$ cat src/rtl/mem_arbiter_pkg.sv
// Shared types and constants for the two-port byte-serialising memory arbiter.
package mem_arbiter_pkg;

  localparam int MEM_AW = 32;
  localparam int MEM_DW = 32;
  localparam int PORT_D = 0;
  localparam int PORT_I = 1;
  localparam logic [1:0] LAST_BEAT = 2'd3;

  typedef enum logic [2:0] {
    ST_IDLE,
    ST_READ,
    ST_WRITE,
    ST_CAPTURE,
    ST_DONE
  } state_t;

  function automatic logic [1:0] port_onehot(input logic port);
    return port ? 2'b10 : 2'b01;
  endfunction

endpackage

$ cat src/rtl/mem_arbiter_rr.sv
// 2-way grant: cooldown-masked requests -> one-hot grant, combinational.
// Ties rotate on last_grant, or go to port0 when MEM_ARB_DPRIO_EN is defined.
module mem_arb_rr
  import mem_arbiter_pkg::*;
(
  input  logic [1:0] req,
  input  logic [1:0] cool,
  input  logic       last_grant,
  output logic [1:0] grant
);

  logic [1:0] elig;
  assign elig = req & ~cool;

`ifdef MEM_ARB_DPRIO_EN
  logic unused_last_grant;
  assign unused_last_grant = last_grant;
`endif

  always_comb begin
    grant = 2'b00;
    case (elig)
      2'b01: grant = 2'b01;
      2'b10: grant = 2'b10;
      2'b11: begin
`ifdef MEM_ARB_DPRIO_EN
        grant = port_onehot(1'(PORT_D));
`else
        grant = port_onehot(~last_grant);
`endif
      end
      default: grant = 2'b00;
    endcase
  end

endmodule

$ cat src/rtl/mem_arbiter.sv
// Arbitrates I-cache (port1) and D-cache (port0) onto a byte-wide RAM, 4 beats per word.
// Read done at t0+6, write at t0+5; losers hold their request; tie policy set by MEM_ARB_DPRIO_EN.
module mem_arbiter
  import mem_arbiter_pkg::*;
#(
  parameter int RAM_AW = 17
) (
  input  logic              clk,
  input  logic              rst,
  input  logic [3:0]        mem_rwe_i,
  input  logic [63:0]       mem_addr_i,
  input  logic [7:0]        mem_sel_i,
  input  logic [63:0]       mem_data_i,
  output logic [63:0]       mem_data_o,
  output logic [1:0]        mem_busy_o,
  output logic [1:0]        mem_done_o,
  output logic              ram_en,
  output logic              ram_we,
  output logic [RAM_AW-1:0] ram_addr,
  output logic [7:0]        ram_wdata,
  input  logic [7:0]        ram_rdata
);

  state_t                  state_q, state_d;
  logic [1:0]              beat_q;
  logic                    port_q, last_grant_q, busy_q;
  logic [1:0]              cool_q;
  logic [RAM_AW-3:0]       base_q;
  logic [MEM_DW-1:0]       wdata_q;
  logic [3:0]              sel_q;
  logic [23:0]             rd_buf_q;
  logic [1:0][MEM_DW-1:0]  rdata_q;

  logic [1:0]              req, grant;
  logic                    grant_vld, gnt_port, gnt_we;
  logic [MEM_AW-1:0]       gnt_addr;
  logic                    unused_addr_bits;

  assign req = {mem_rwe_i[3] | mem_rwe_i[2], mem_rwe_i[1] | mem_rwe_i[0]};

  mem_arb_rr u_arb (
    .req        (req),
    .cool       (cool_q),
    .last_grant (last_grant_q),
    .grant      (grant)
  );

  assign grant_vld = (state_q == ST_IDLE) && (grant != 2'b00);
  assign gnt_port  = grant[PORT_I];
  // we bit beats re bit when a port raises both
  assign gnt_we    = gnt_port ? mem_rwe_i[3] : mem_rwe_i[1];
  assign gnt_addr  = gnt_port ? mem_addr_i[63:32] : mem_addr_i[31:0];
  assign unused_addr_bits = ^{gnt_addr[MEM_AW-1:RAM_AW], gnt_addr[1:0]};

  always_ff @(posedge clk) begin
    if (rst) state_q <= ST_IDLE;
    else     state_q <= state_d;
  end

  always_comb begin
    state_d = state_q;
    case (state_q)
      ST_IDLE:    if (grant_vld) state_d = gnt_we ? ST_WRITE : ST_READ;
      ST_READ:    if (beat_q == LAST_BEAT) state_d = ST_CAPTURE;
      ST_WRITE:   if (beat_q == LAST_BEAT) state_d = ST_DONE;
      ST_CAPTURE: state_d = ST_DONE;
      ST_DONE:    state_d = ST_IDLE;
      default:    state_d = ST_IDLE;
    endcase
  end

  always_comb begin
    ram_en     = 1'b0;
    ram_we     = 1'b0;
    ram_addr   = '0;
    ram_wdata  = '0;
    mem_done_o = 2'b00;
    case (state_q)
      ST_READ: begin
        ram_en   = 1'b1;
        ram_addr = {base_q, beat_q};
      end
      ST_WRITE: begin
        // masked beats still occupy their slot so write timing never varies
        ram_en    = 1'b1;
        ram_we    = sel_q[beat_q];
        ram_addr  = {base_q, beat_q};
        ram_wdata = wdata_q[{beat_q, 3'b000} +: 8];
      end
      ST_DONE:  mem_done_o = port_onehot(port_q);
      default:  ;
    endcase
  end

  always_ff @(posedge clk) begin
    if (rst) begin
      beat_q       <= 2'd0;
      port_q       <= 1'b0;
      last_grant_q <= 1'b0;
      busy_q       <= 1'b0;
      cool_q       <= 2'b00;
      base_q       <= '0;
      wdata_q      <= '0;
      sel_q        <= 4'h0;
      rd_buf_q     <= '0;
      rdata_q      <= '0;
    end else begin
      busy_q <= (state_d != ST_IDLE);
      cool_q <= mem_done_o;
      if (grant_vld) begin
        port_q       <= gnt_port;
        last_grant_q <= gnt_port;
        base_q       <= gnt_addr[RAM_AW-1:2];
        wdata_q      <= gnt_port ? mem_data_i[63:32] : mem_data_i[31:0];
        sel_q        <= gnt_port ? mem_sel_i[7:4] : mem_sel_i[3:0];
        beat_q       <= 2'd0;
      end else if (state_q == ST_READ || state_q == ST_WRITE) begin
        beat_q <= beat_q + 2'd1;
      end
      // RAM answers one cycle late: beat k's byte arrives while beat k+1 is issued
      if (state_q == ST_READ) begin
        case (beat_q)
          2'd1:    rd_buf_q[7:0]   <= ram_rdata;
          2'd2:    rd_buf_q[15:8]  <= ram_rdata;
          2'd3:    rd_buf_q[23:16] <= ram_rdata;
          default: ;
        endcase
      end
      if (state_q == ST_CAPTURE) rdata_q[port_q] <= {ram_rdata, rd_buf_q};
    end
  end

  assign mem_busy_o = {2{busy_q}};
  assign mem_data_o = rdata_q;

endmodule

$ cat config.mk
export PLATFORM = sky130hd
export DESIGN_NAME = mem_arbiter
export DESIGN_NICKNAME = d
export VERILOG_FILES = /design/src/rtl/mem_arbiter_pkg.sv /design/src/rtl/mem_arbiter_rr.sv /design/src/rtl/mem_arbiter.sv
export SDC_FILE = /design/constraint.sdc
export NUM_CORES = 1
export LEC_CHECK = 0
export CAP_MARGIN = 40
export CORE_UTILIZATION = 44
export CTS_CLUSTER_SIZE = 24
export DETAILED_ROUTE_END_ITERATION = 6
export PLACE_DENSITY = 0.88
export REMOVE_ABC_BUFFERS = 1
export SLEW_MARGIN = 30
export SYNTH_ARGS = -nofsm -noshare
export SYNTH_HDL_FRONTEND = slang
export SYNTH_SLANG_ARGS = --single-unit
$ cat constraint.sdc
create_clock -name clk -period 2.5 [get_ports clk]
set_clock_uncertainty 0.15 [all_clocks]
set_input_delay 0.375 -clock clk [delete_from_list [all_inputs] [get_ports clk]]
set_output_delay 0.375 -clock clk [all_outputs]
set_load 0.05 [all_outputs]
; After elaboration in Yosys (flattened, before gate mapping)
; Index checks and enable logic that the tools add are counted.
[totals]
ff_bits = 148
wordCells = 65
output_inout_bits = 95
in_bits = 150
[classes]
eq_ne = 10
muxes = 22
n_reduce_logical = 11
n_bitwise = 4
addsub = 1
order_cmp = 3
shifts = 1
[ops]
columns = cell, n
row1 = $bwmux W64, 1
row2 = $mux W32, 2
row3 = $mux W17, 2
row4 = $demux W32 S1, 1
row5 = $shiftx A32 B6 Y8, 1
row6 = $pmux W3 S4, 1
row7 = $mux W3, 3
row8 = $eq A2 B2 Y1 const B, 4
row9 = $mux W2, 4
row10 = $mux W8, 1
row11 = $eq A3 B2 Y1 const B, 2
row12 = $pmux W2 S3, 1
row13 = $reduce_and A2 Y1, 3
row14 = $eq A2 B1 Y1 const B, 2
row15 = $mux W1, 4
row16 = $mux W4, 1
row17 = $reduce_or A2 Y1, 2
row18 = $eq A3 B1 Y1 const B, 1
row19 = $eq A3 B3 Y1 const B, 1
row20 = $logic_not A3 Y1, 1
row21 = $lt A2 B3 Y1 const B, 1
row22 = $reduce_bool A3 Y1, 1
row23 = $add A2 B1 Y2 const B, 1
row24 = $and A2 B2 Y2, 1
row25 = other kinds (8), 10

; Longest topological paths before layout
; Gate-level depths: netlist of run 1.
[depth]
depth_word = 9
mapped_depth = 7
depth_no_buf = 5

; Cells and area by module
; Synthesis of run 1 repeated with hierarchy kept, for this count alone.
[hier_totals]
cells_unflattened = 699
area_unflattened_um2 = 6369.9
[by_module_without_submodules]
columns = module, area_per_inst_um2, seq_area_each_um2, instances, cells_per_inst
row1 = mem_arbiter, 6337.3, 2962.8, 1, 695
row2 = mem_arb_rr, 32.5, 0.0, 1, 4

; Least setup slack after synthesis of run 1
; OpenSTA, ideal clock, no wires.
[synth_path]
path_type = reg2out
from = register state_q[0]
to = output port ram_addr[10]
stages_incl_launch_ff = 7
n_path_buf = 2
arrival_ns = 2.161
path_slack_ns = -0.186
cell_sequence = dfxtp_1 buf_2 or3b_1 o21a_1 inv_2 clkbuf_1 and2_1
[synth_via]
elab_chain_len = 3
word_cells_on_any_way = 4
classes_between = eq/ne (2) / mux (1) / reduce/logical (1)
[synth_rtl]
columns = element, line
row1 = from (decl), mem_arbiter.sv:24  ; state_t state_q, state_d;
row2 = from (signal assigned), mem_arbiter.sv:57  ; else state_q <= state_d;
row3 = $eq A3 B1 Y1 or $eq A3 B2 Y1 (tied branches), mem_arbiter.sv:78  ; case (state_q)
row4 = $reduce_or A2 Y1 (no source line) *, n/a
row5 = $mux W17 *, mem_arbiter.sv:78
row6 = to (decl), mem_arbiter.sv:19  ; output logic [RAM_AW-1:0] ram_addr,
; Every way passes the cells marked *; elsewhere a longest branch is shown, timed or not.

; Worst setup path in the final report of run 1
[layout_path]
from = register state_q[0]
to = output port ram_addr[4]
; Same word-level chain as after synthesis.

==> tab_implementation.tex, run 1 <==
\begin{tabular}{lr}
\hline
Metric & Value \\
\hline
\multicolumn{2}{l}{\textbf{Status}} \\
Outcome & finished clean \\
\multicolumn{2}{l}{\textbf{CTS}} \\
Number of clock buffers inserted by TritonCTS & 17 \\
TritonCTS sink count & 148 \\
Root buf cell & sky130\_fd\_sc\_hd\_\_clkbuf\_16 \\
Deepest level of the CTS H-tree & 4 \\
Maximum number of buffers from clock root to sink & 2 \\
Post-CTS clock slew at the launch and capture registers of the worst setup and hold paths & 0.06 ns \\
Worst-Skew Late Latency & 0.42 ns \\
Clock tree from TritonCTS & done \\
\multicolumn{2}{l}{\textbf{Die}} \\
Rows & 43 \\
Die extent in x & 122.8 um \\
Die H & 122.8 um \\
Initial Utilization & 0.4571 \\
Die area & 15,070 sq um \\
Ports placed on the boundary & 245 \\
Core ar. & 14,040 sq um \\
\multicolumn{2}{l}{\textbf{STA}} \\
Hold slack final & 0.2508 ns \\
Final setup margin & 0.1145 ns \\
Final critical-path share of the clock period & 0.9542 \\
Final hold violations & 0 \\
Unrepaired setup endpoints after global routing & false \\
Max-slew violation count & 0 \\
Max frequency & 0.4192 GHz \\
Worst-Margin Slew & 0.5941 ns \\
Count of final setup violators & 0 \\
Relative slew margins & 0.6039 \\
Crit path time final & 2.385 ns \\
\multicolumn{2}{l}{\textbf{Global route}} \\
Vias in the first global route & 5,385 \\
Total routing resource utilization after global routing & 0.2293 \\
Antenna violations before repair & 0 \\
Pin count of the biggest net entering global routing & 64 \\
First-pass GRT wire length & 26,360 um \\
Leftover overflow at the end of global routing & 0 \\
\multicolumn{2}{l}{\textbf{Detailed routing}} \\
Total vias in the final route & 5,619 \\
Antenna-violating nets left & 0 \\
DR vias/cell & 5.113 \\
First-pass DRT Iterations & 4 \\
Detail-routed net length per standard cell & 15.07 um \\
DR iter-0 viols & 286 \\
DRC & 0 \\
Detailed Route WL & 16,570 um \\
\multicolumn{2}{l}{\textbf{Setup path}} \\
Category of the most critical setup path & reg -> out \\
Origin of the critical flop-to-flop path & cool\_q[1] \\
Max Fanout on Critical Path & 10 \\
Slack of the worst reg-to-reg path & 0.58 ns \\
Terminus of the critical flop-to-flop path & base\_q[3] \\
Worst Reg-to-Reg Cells & 5 \\
Crit start category & flop \\
Cell at the slowest stage of the critical path & sky130\_fd\_sc\_hd\_\_or3b\_1 \\
Largest stage delay on the critical path & 0.41 ns \\
Ordered cell list for the critical path & or3b\_1 > o21a\_2 > clkinvlp\_4 > and2\_1 > buf\_12 \\
Endpoint required time on the critical path & 1.98 ns \\
Worst endpoint data arrival time & 1.86 ns \\
Endpoint class of the critical path & output port \\
\multicolumn{2}{l}{\textbf{Power}} \\
Reg power frac & 0.322 \\
Clk network pwr share & 0.304 \\
Internal & 0.006166 W \\
Power per cell area & 968.4 nW/um\^{}2 \\
Reported net switching power & 0.003046 W \\
Combinational group share of total power & 0.373 \\
Net Sw Frac & 0.3306 \\
Standby leakage power & 3.556 nW \\
Maximum VDD drop & 0.6234 mV \\
\multicolumn{2}{l}{\textbf{Place}} \\
Port Buffers & 210 \\
Placed insts & 1,064 \\
GPL Wtd Cong & 0.7385 \\
Post-DP HPWL & 11,450 um \\
Placed standard-cell area & 8831 sq um \\
Setup WS pre-CTS & 0.05098 ns \\
\multicolumn{2}{l}{\textbf{Worst hold path}} \\
Hold-critical path depth & 2 \\
Sink of the worst hold path & mem\_data\_o[40] \\
Hold Crit Class & in -> reg \\
Startpoint of the tightest hold check path & rst \\
\multicolumn{2}{l}{\textbf{Final layout}} \\
Final cell count without fillers & 1,099 \\
Area Overhead vs Synth & 48.21\% \\
Post-route design area & 9513 sq um \\
\# diodes & 0 \\
Final Net Count & 1,059 \\
Fraction of layout cells with a size suffix above 1 & 0.1676 \\
\multicolumn{2}{l}{\textbf{Yosys}} \\
Count of mapped cells out of synthesis & 707 \\
EDFF count, synth & 0 \\
Proportion of synthesized flip-flops having asynchronous set or reset & 0 \\
\#FFs+latches synth & 148 \\
Most frequently used flop master after synthesis & sky130\_fd\_sc\_hd\_\_dfxtp\_1 \\
Sequential cell area fraction in the yosys report & 0.4616 \\
Synth unique cells & 33 \\
Top post-synthesis cells by area & sky130\_fd\_sc\_hd\_\_dfxtp\_1 46\%, sky130\_fd\_sc\_hd\_\_nand2\_1 11\%, sky130\_fd\_sc\_hd\_\_a211oi\_2 9.9\%, sky130\_fd\_sc\_hd\_\_mux2i\_1 8.3\%, sky130\_fd\_sc\_hd\_\_a21oi\_1 6.9\% \\
Area share of the largest cell type after synthesis & 0.4616 \\
Number of warning messages in the yosys log & 0 \\
Top cells by count, synth & 181 x sky130\_fd\_sc\_hd\_\_nand2\_1, 148 x sky130\_fd\_sc\_hd\_\_dfxtp\_1, 88 x sky130\_fd\_sc\_hd\_\_a21oi\_1, 62 x sky130\_fd\_sc\_hd\_\_nor2\_1, 53 x sky130\_fd\_sc\_hd\_\_mux2i\_1 \\
Synth Area per Inst & 9.079 sq um \\
Most frequently used cell type in the post-synthesis netlist & sky130\_fd\_sc\_hd\_\_nand2\_1 \\
Post-synthesis instance area & 6419 sq um \\
Post-synthesis cell type with the largest combined area & sky130\_fd\_sc\_hd\_\_dfxtp\_1 \\
\multicolumn{2}{l}{\textbf{Flow run}} \\
Maxcap violations & 0 \\
\hline
\end{tabular}
## repair_timing
| item | in CTS | in global routing |
|---|---|---|
| cloned | 1 | 0 |
| hold buffers | 0 | 0 |
| setup buffers | 2 | 0 |
| gates resized for setup | 3 | 1 |
| endpoints found under the setup margin | 15 | 16 |
## cell usage in the layout (no fill, tap or decap), types with 2 or more instances in the layout
cell type	Yosys	routed
sky130_fd_sc_hd__clkinvlp_4	0	2
sky130_fd_sc_hd__nor2_1	62	62
sky130_fd_sc_hd__nor3_1	3	3
sky130_fd_sc_hd__inv_1	3	3
sky130_fd_sc_hd__bufinv_16	0	5
sky130_fd_sc_hd__dfxtp_1	148	146
sky130_fd_sc_hd__clkbuf_16	0	17
sky130_fd_sc_hd__dfxtp_2	0	2
sky130_fd_sc_hd__buf_4	5	33
sky130_fd_sc_hd__and3_1	2	2
sky130_fd_sc_hd__a211oi_2	51	51
sky130_fd_sc_hd__clkdlybuf4s50_1	0	180
sky130_fd_sc_hd__buf_12	0	23
sky130_fd_sc_hd__nand3_1	2	2
sky130_fd_sc_hd__mux4_2	9	9
sky130_fd_sc_hd__o21ai_0	3	3
sky130_fd_sc_hd__clkbuf_1	25	4
sky130_fd_sc_hd__nand2_1	181	181
sky130_fd_sc_hd__a21oi_1	88	88
sky130_fd_sc_hd__mux2i_1	53	53
sky130_fd_sc_hd__nor2b_1	10	10
sky130_fd_sc_hd__and2_1	18	18
sky130_fd_sc_hd__clkbuf_8	0	3
sky130_fd_sc_hd__ha_1	3	3
## cell families (layout without fill, tap and decap cells)
kind of cell,count (synthesis),count (layout),synth area share
AOI/OAI and AO/OA,150,150,0.1856
adders and majority gates,3,3,0.005849
buffers and inverters,62,274,0.05302
DFF,148,148,0.4616
muxes,62,62,0.1142
and+or+nand+nor,282,282,0.1797
## flip-flops by register name (all words and copies together) (netlist names)
signal,flops
last_grant_q,1
busy_q,1
mem_data_o,64
cool_q,2
wdata_q,32
base_q,15
sel_q,4
rd_buf_q,24
state_q,3
beat_q,2
## per-stage QoR
step / setup TNS, ns / util / total power, W
after floorplan: -129.10 / - / 0.004805
after global placement: 0 / 0.6289 / 0.006309
after global routing: 0 / 0.6774 / 0.009651
final: 0 / 0.6774 / 0.009212
after CTS: 0 / 0.6774 / 0.009285
after detailed placement: 0 / 0.6289 / 0.006399
## per-layer routing
metal	track usage	vias up	routed length, um
met5	0	-	0
met4	0.07698	0	224
met3	0.07853	21	1275
met2	0.3933	199	8401
met1	0.2654	2606	6664
li1	-	2793	-
## final cells by class
cell class	instances	area [sq um]
Fill cell	1074	4529
Multi-Input combinational cell	497	3123
Sequential cell	148	2965
Timing Repair Buffer	237	2521
Clock buffer	24	481.7
Tap cell	180	225.2
Clock inverter	8	171.4
Inverter	4	17.52
Timing Repair inverter	1	7.507
## power groups by stage
stage | sequential, W | combinational (W) | clock [W]
2_1_floorplan | 0.00296 | 0.00185 | 0
3_3_place_gp | 0.00299 | 0.00332 | 0
3_5_place_dp | 0.00301 | 0.00339 | 0
4_1_cts | 0.00297 | 0.00347 | 0.00285
5_1_grt | 0.00301 | 0.00368 | 0.00296
6_report | 0.00297 | 0.00344 | 0.00280
## worst max-delay path: cells and delay by family, from the launching register on
kind                   cells  cell delay, ns
AND/OR/NAND/NOR            2            0.59
AO/OA/AOI/OAI              1            0.19
buffers and inverters      2            0.29
flip-flops                 1            0.37
## how the worst max path moves through the flow
stage                 startpoint            to  cells after the start
floorplan              cool_q[0]     beat_q[1]                      3
global placement    mem_rwe_i[3]     base_q[3]                      6
detailed placement  mem_rwe_i[3]     base_q[3]                      6
CTS                   state_q[0]  ram_addr[11]                      5
global route          state_q[0]   ram_addr[9]                      5
finish                state_q[0]   ram_addr[4]                      5
Power figures use the tool's default switching activity.
==> run 2, diff against run 1 <==
--- a/config.mk
+++ b/config.mk
@@ -5,12 +5,12 @@
 export SDC_FILE = /design/constraint.sdc
 export NUM_CORES = 1
 export LEC_CHECK = 0
-export CAP_MARGIN = 40
 export CORE_UTILIZATION = 44
 export CTS_CLUSTER_SIZE = 24
 export DETAILED_ROUTE_END_ITERATION = 6
 export PLACE_DENSITY = 0.88
 export REMOVE_ABC_BUFFERS = 1
+export SETUP_SLACK_MARGIN = 0.05
 export SLEW_MARGIN = 30
 export SYNTH_ARGS = -nofsm -noshare
 export SYNTH_HDL_FRONTEND = slang
==> run 2 against run 1 <==
  * Sequential power is essentially flat
  * Clock power is essentially flat
  * Flip-flop and latch count is the same
  * Critical path type unchanged
  * Sequential share of layout area is essentially flat
  * Cell area grew 0.11%
  * Utilization grew 0.071 points
  * Via count grew 0.37%
==> tab_implementation.tex, run 2 (synthesis results as in run 1) <==
\begin{tabular}{lr}
\hline
Metric & Value \\
\hline
\multicolumn{2}{l}{\textbf{CTS}} \\
Maximum number of buffers from clock root to sink & 2 \\
Number of clock buffers inserted by TritonCTS & 17 \\
Post-CTS clock slew at the launch and capture registers of the worst setup and hold paths & 0.06 ns \\
Hold buffers post-CTS & 0 \\
Clock tree from TritonCTS & done \\
Root buf cell & sky130\_fd\_sc\_hd\_\_clkbuf\_16 \\
Deepest level of the CTS H-tree & 4 \\
Worst-Skew Late Latency & 0.42 ns \\
TritonCTS sink count & 148 \\
\multicolumn{2}{l}{\textbf{Setup path}} \\
Max Fanout on Critical Path & 10 \\
Crit start category & flop \\
Endpoint required time on the critical path & 1.98 ns \\
Endpoint class of the critical path & output port \\
Worst endpoint data arrival time & 1.84 ns \\
Category of the most critical setup path & reg -> out \\
\multicolumn{2}{l}{\textbf{STA}} \\
Max frequency & 0.4225 GHz \\
Relative slew margins & 0.5955 \\
Unrepaired setup endpoints after global routing & false \\
Final hold violations & 0 \\
Worst-Margin Slew & 0.6067 ns \\
Total negative setup slack & 0 ns \\
Hold slack final & 0.2579 ns \\
Crit path time final & 2.367 ns \\
Max-slew violation count & 0 \\
Final critical-path share of the clock period & 0.9467 \\
Count of final setup violators & 0 \\
\multicolumn{2}{l}{\textbf{Detailed routing}} \\
Detailed Route WL & 16,600 um \\
First-pass DRT Iterations & 5 \\
Total vias in the final route & 5,640 \\
Detail-routed net length per standard cell & 15.10 um \\
DR vias/cell & 5.132 \\
DRC & 0 \\
Antenna-violating nets left & 0 \\
DR iter-0 viols & 290 \\
\multicolumn{2}{l}{\textbf{Place}} \\
Placed standard-cell area & 8831 sq um \\
GPL Wtd Cong & 0.7385 \\
Port Buffers & 210 \\
Post-DP HPWL & 11,450 um \\
Placed insts & 1,064 \\
\multicolumn{2}{l}{\textbf{Final layout}} \\
\# diodes & 0 \\
Final cell count without fillers & 1,099 \\
Post-Route Utilization & 0.6782 \\
Most used cells in the layout excluding fill and tap cells & 181 x sky130\_fd\_sc\_hd\_\_nand2\_1, 180 x sky130\_fd\_sc\_hd\_\_clkdlybuf4s50\_1, 146 x sky130\_fd\_sc\_hd\_\_dfxtp\_1 \\
Area Overhead vs Synth & 48.36\% \\
Most common library cell in the layout ignoring fill and taps & sky130\_fd\_sc\_hd\_\_nand2\_1 \\
Post-route design area & 9523 sq um \\
Area occupied by multi-input gates & 3129 sq um \\
Final Net Count & 1,059 \\
Flip-flop count of the largest register, all copies and words added & 64 \\
Number of filler cells placed in the layout & 1,072 \\
Fraction of layout cells with a size suffix above 1 & 0.1676 \\
Register area & 2965 sq um \\
\multicolumn{2}{l}{\textbf{Worst hold path}} \\
Hold Crit Class & in -> reg \\
\multicolumn{2}{l}{\textbf{Global route}} \\
Total routing resource utilization after global routing & 0.2296 \\
Leftover overflow at the end of global routing & 0 \\
First-pass GRT wire length & 26,400 um \\
Vias in the first global route & 5,396 \\
Antenna violations before repair & 0 \\
Pin count of the biggest net entering global routing & 64 \\
\multicolumn{2}{l}{\textbf{Die}} \\
Ports placed on the boundary & 245 \\
Initial Utilization & 0.4571 \\
Core ar. & 14,040 sq um \\
Die area & 15,070 sq um \\
Die extent in x & 122.8 um \\
Die H & 122.8 um \\
Rows & 43 \\
\multicolumn{2}{l}{\textbf{Power}} \\
Maximum VDD drop & 0.6233 mV \\
Standby leakage power & 3.558 nW \\
Power per cell area & 969.0 nW/um\^{}2 \\
\multicolumn{2}{l}{\textbf{Flow run}} \\
Maxcap violations & 0 \\
\multicolumn{2}{l}{\textbf{Status}} \\
Outcome & finished clean \\
\hline
\end{tabular}
==> run 2: worst max-delay path: stages (launching register included) <==
cell	delay, ns
sky130_fd_sc_hd__dfxtp_2	0.37
sky130_fd_sc_hd__or3b_1	0.42
sky130_fd_sc_hd__o21a_4	0.17
sky130_fd_sc_hd__inv_4	0.11
sky130_fd_sc_hd__and2_1	0.20
sky130_fd_sc_hd__buf_12	0.15
==> run 2: layout make-up <==
type | count | area share
repair buffers | 237 | 0.2651
well taps | 180 | 0.02365
clock inverters | 8 | 0.01800
multi-input cells | 497 | 0.3286
inverters | 4 | 0.001839
flip-flops and latches | 148 | 0.3114
repair inverters | 1 | 0.0007883
clock buffers | 24 | 0.05058
==> run 2: timing repair <==
| action | 4_1_cts | 5_1_grt |
|---|---|---|
| cloned | 1 | 0 |
| buffers inserted | 2 | 0 |
| endpoints found under the setup margin | 16 | 14 |
| gates resized for setup | 4 | 2 |
==> run 2: final timing paths <==
path / slack, ns / from / end / cells after the start
max reg2reg: 0.57 / cool_q[1] / base_q[3] / 5
min: 0.26 / rst / mem_data_o[40] / 2
max: 0.13 / state_q[0] / ram_addr[10] / 5
min reg2reg: 0.31 / mem_data_o[61] / mem_data_o[61] / 2
==> run 2: metal layers <==
layer / global-route usage / routed length (um) / up-vias
met5: 0 / 0 / -
met4: 0.07698 / 215 / 0
met3: 0.07853 / 1342 / 21
met2: 0.3950 / 8440 / 229
met1: 0.2648 / 6602 / 2595
li1: - / - / 2795
==> run 2: power by group <==
part | leakage [nW] | switching [W] | internal (W) | total [W]
combinational | 2.04 | 0.00188 | 0.00158 | 0.00345
clock | 0.315 | 0.000954 | 0.00185 | 0.00281
sequential | 1.21 | 0.000220 | 0.00275 | 0.00297
==> run 2: stage by stage <==
step / setup WS [ns] / power, W
2_1_floorplan: -2.379 / 0.004805
3_3_place_gp: 0.1305 / 0.006309
3_5_place_dp: 0.05098 / 0.006399
4_1_cts: 0.07376 / 0.009288
5_1_grt: 0.05048 / 0.009666
6_report: 0.1332 / 0.009228
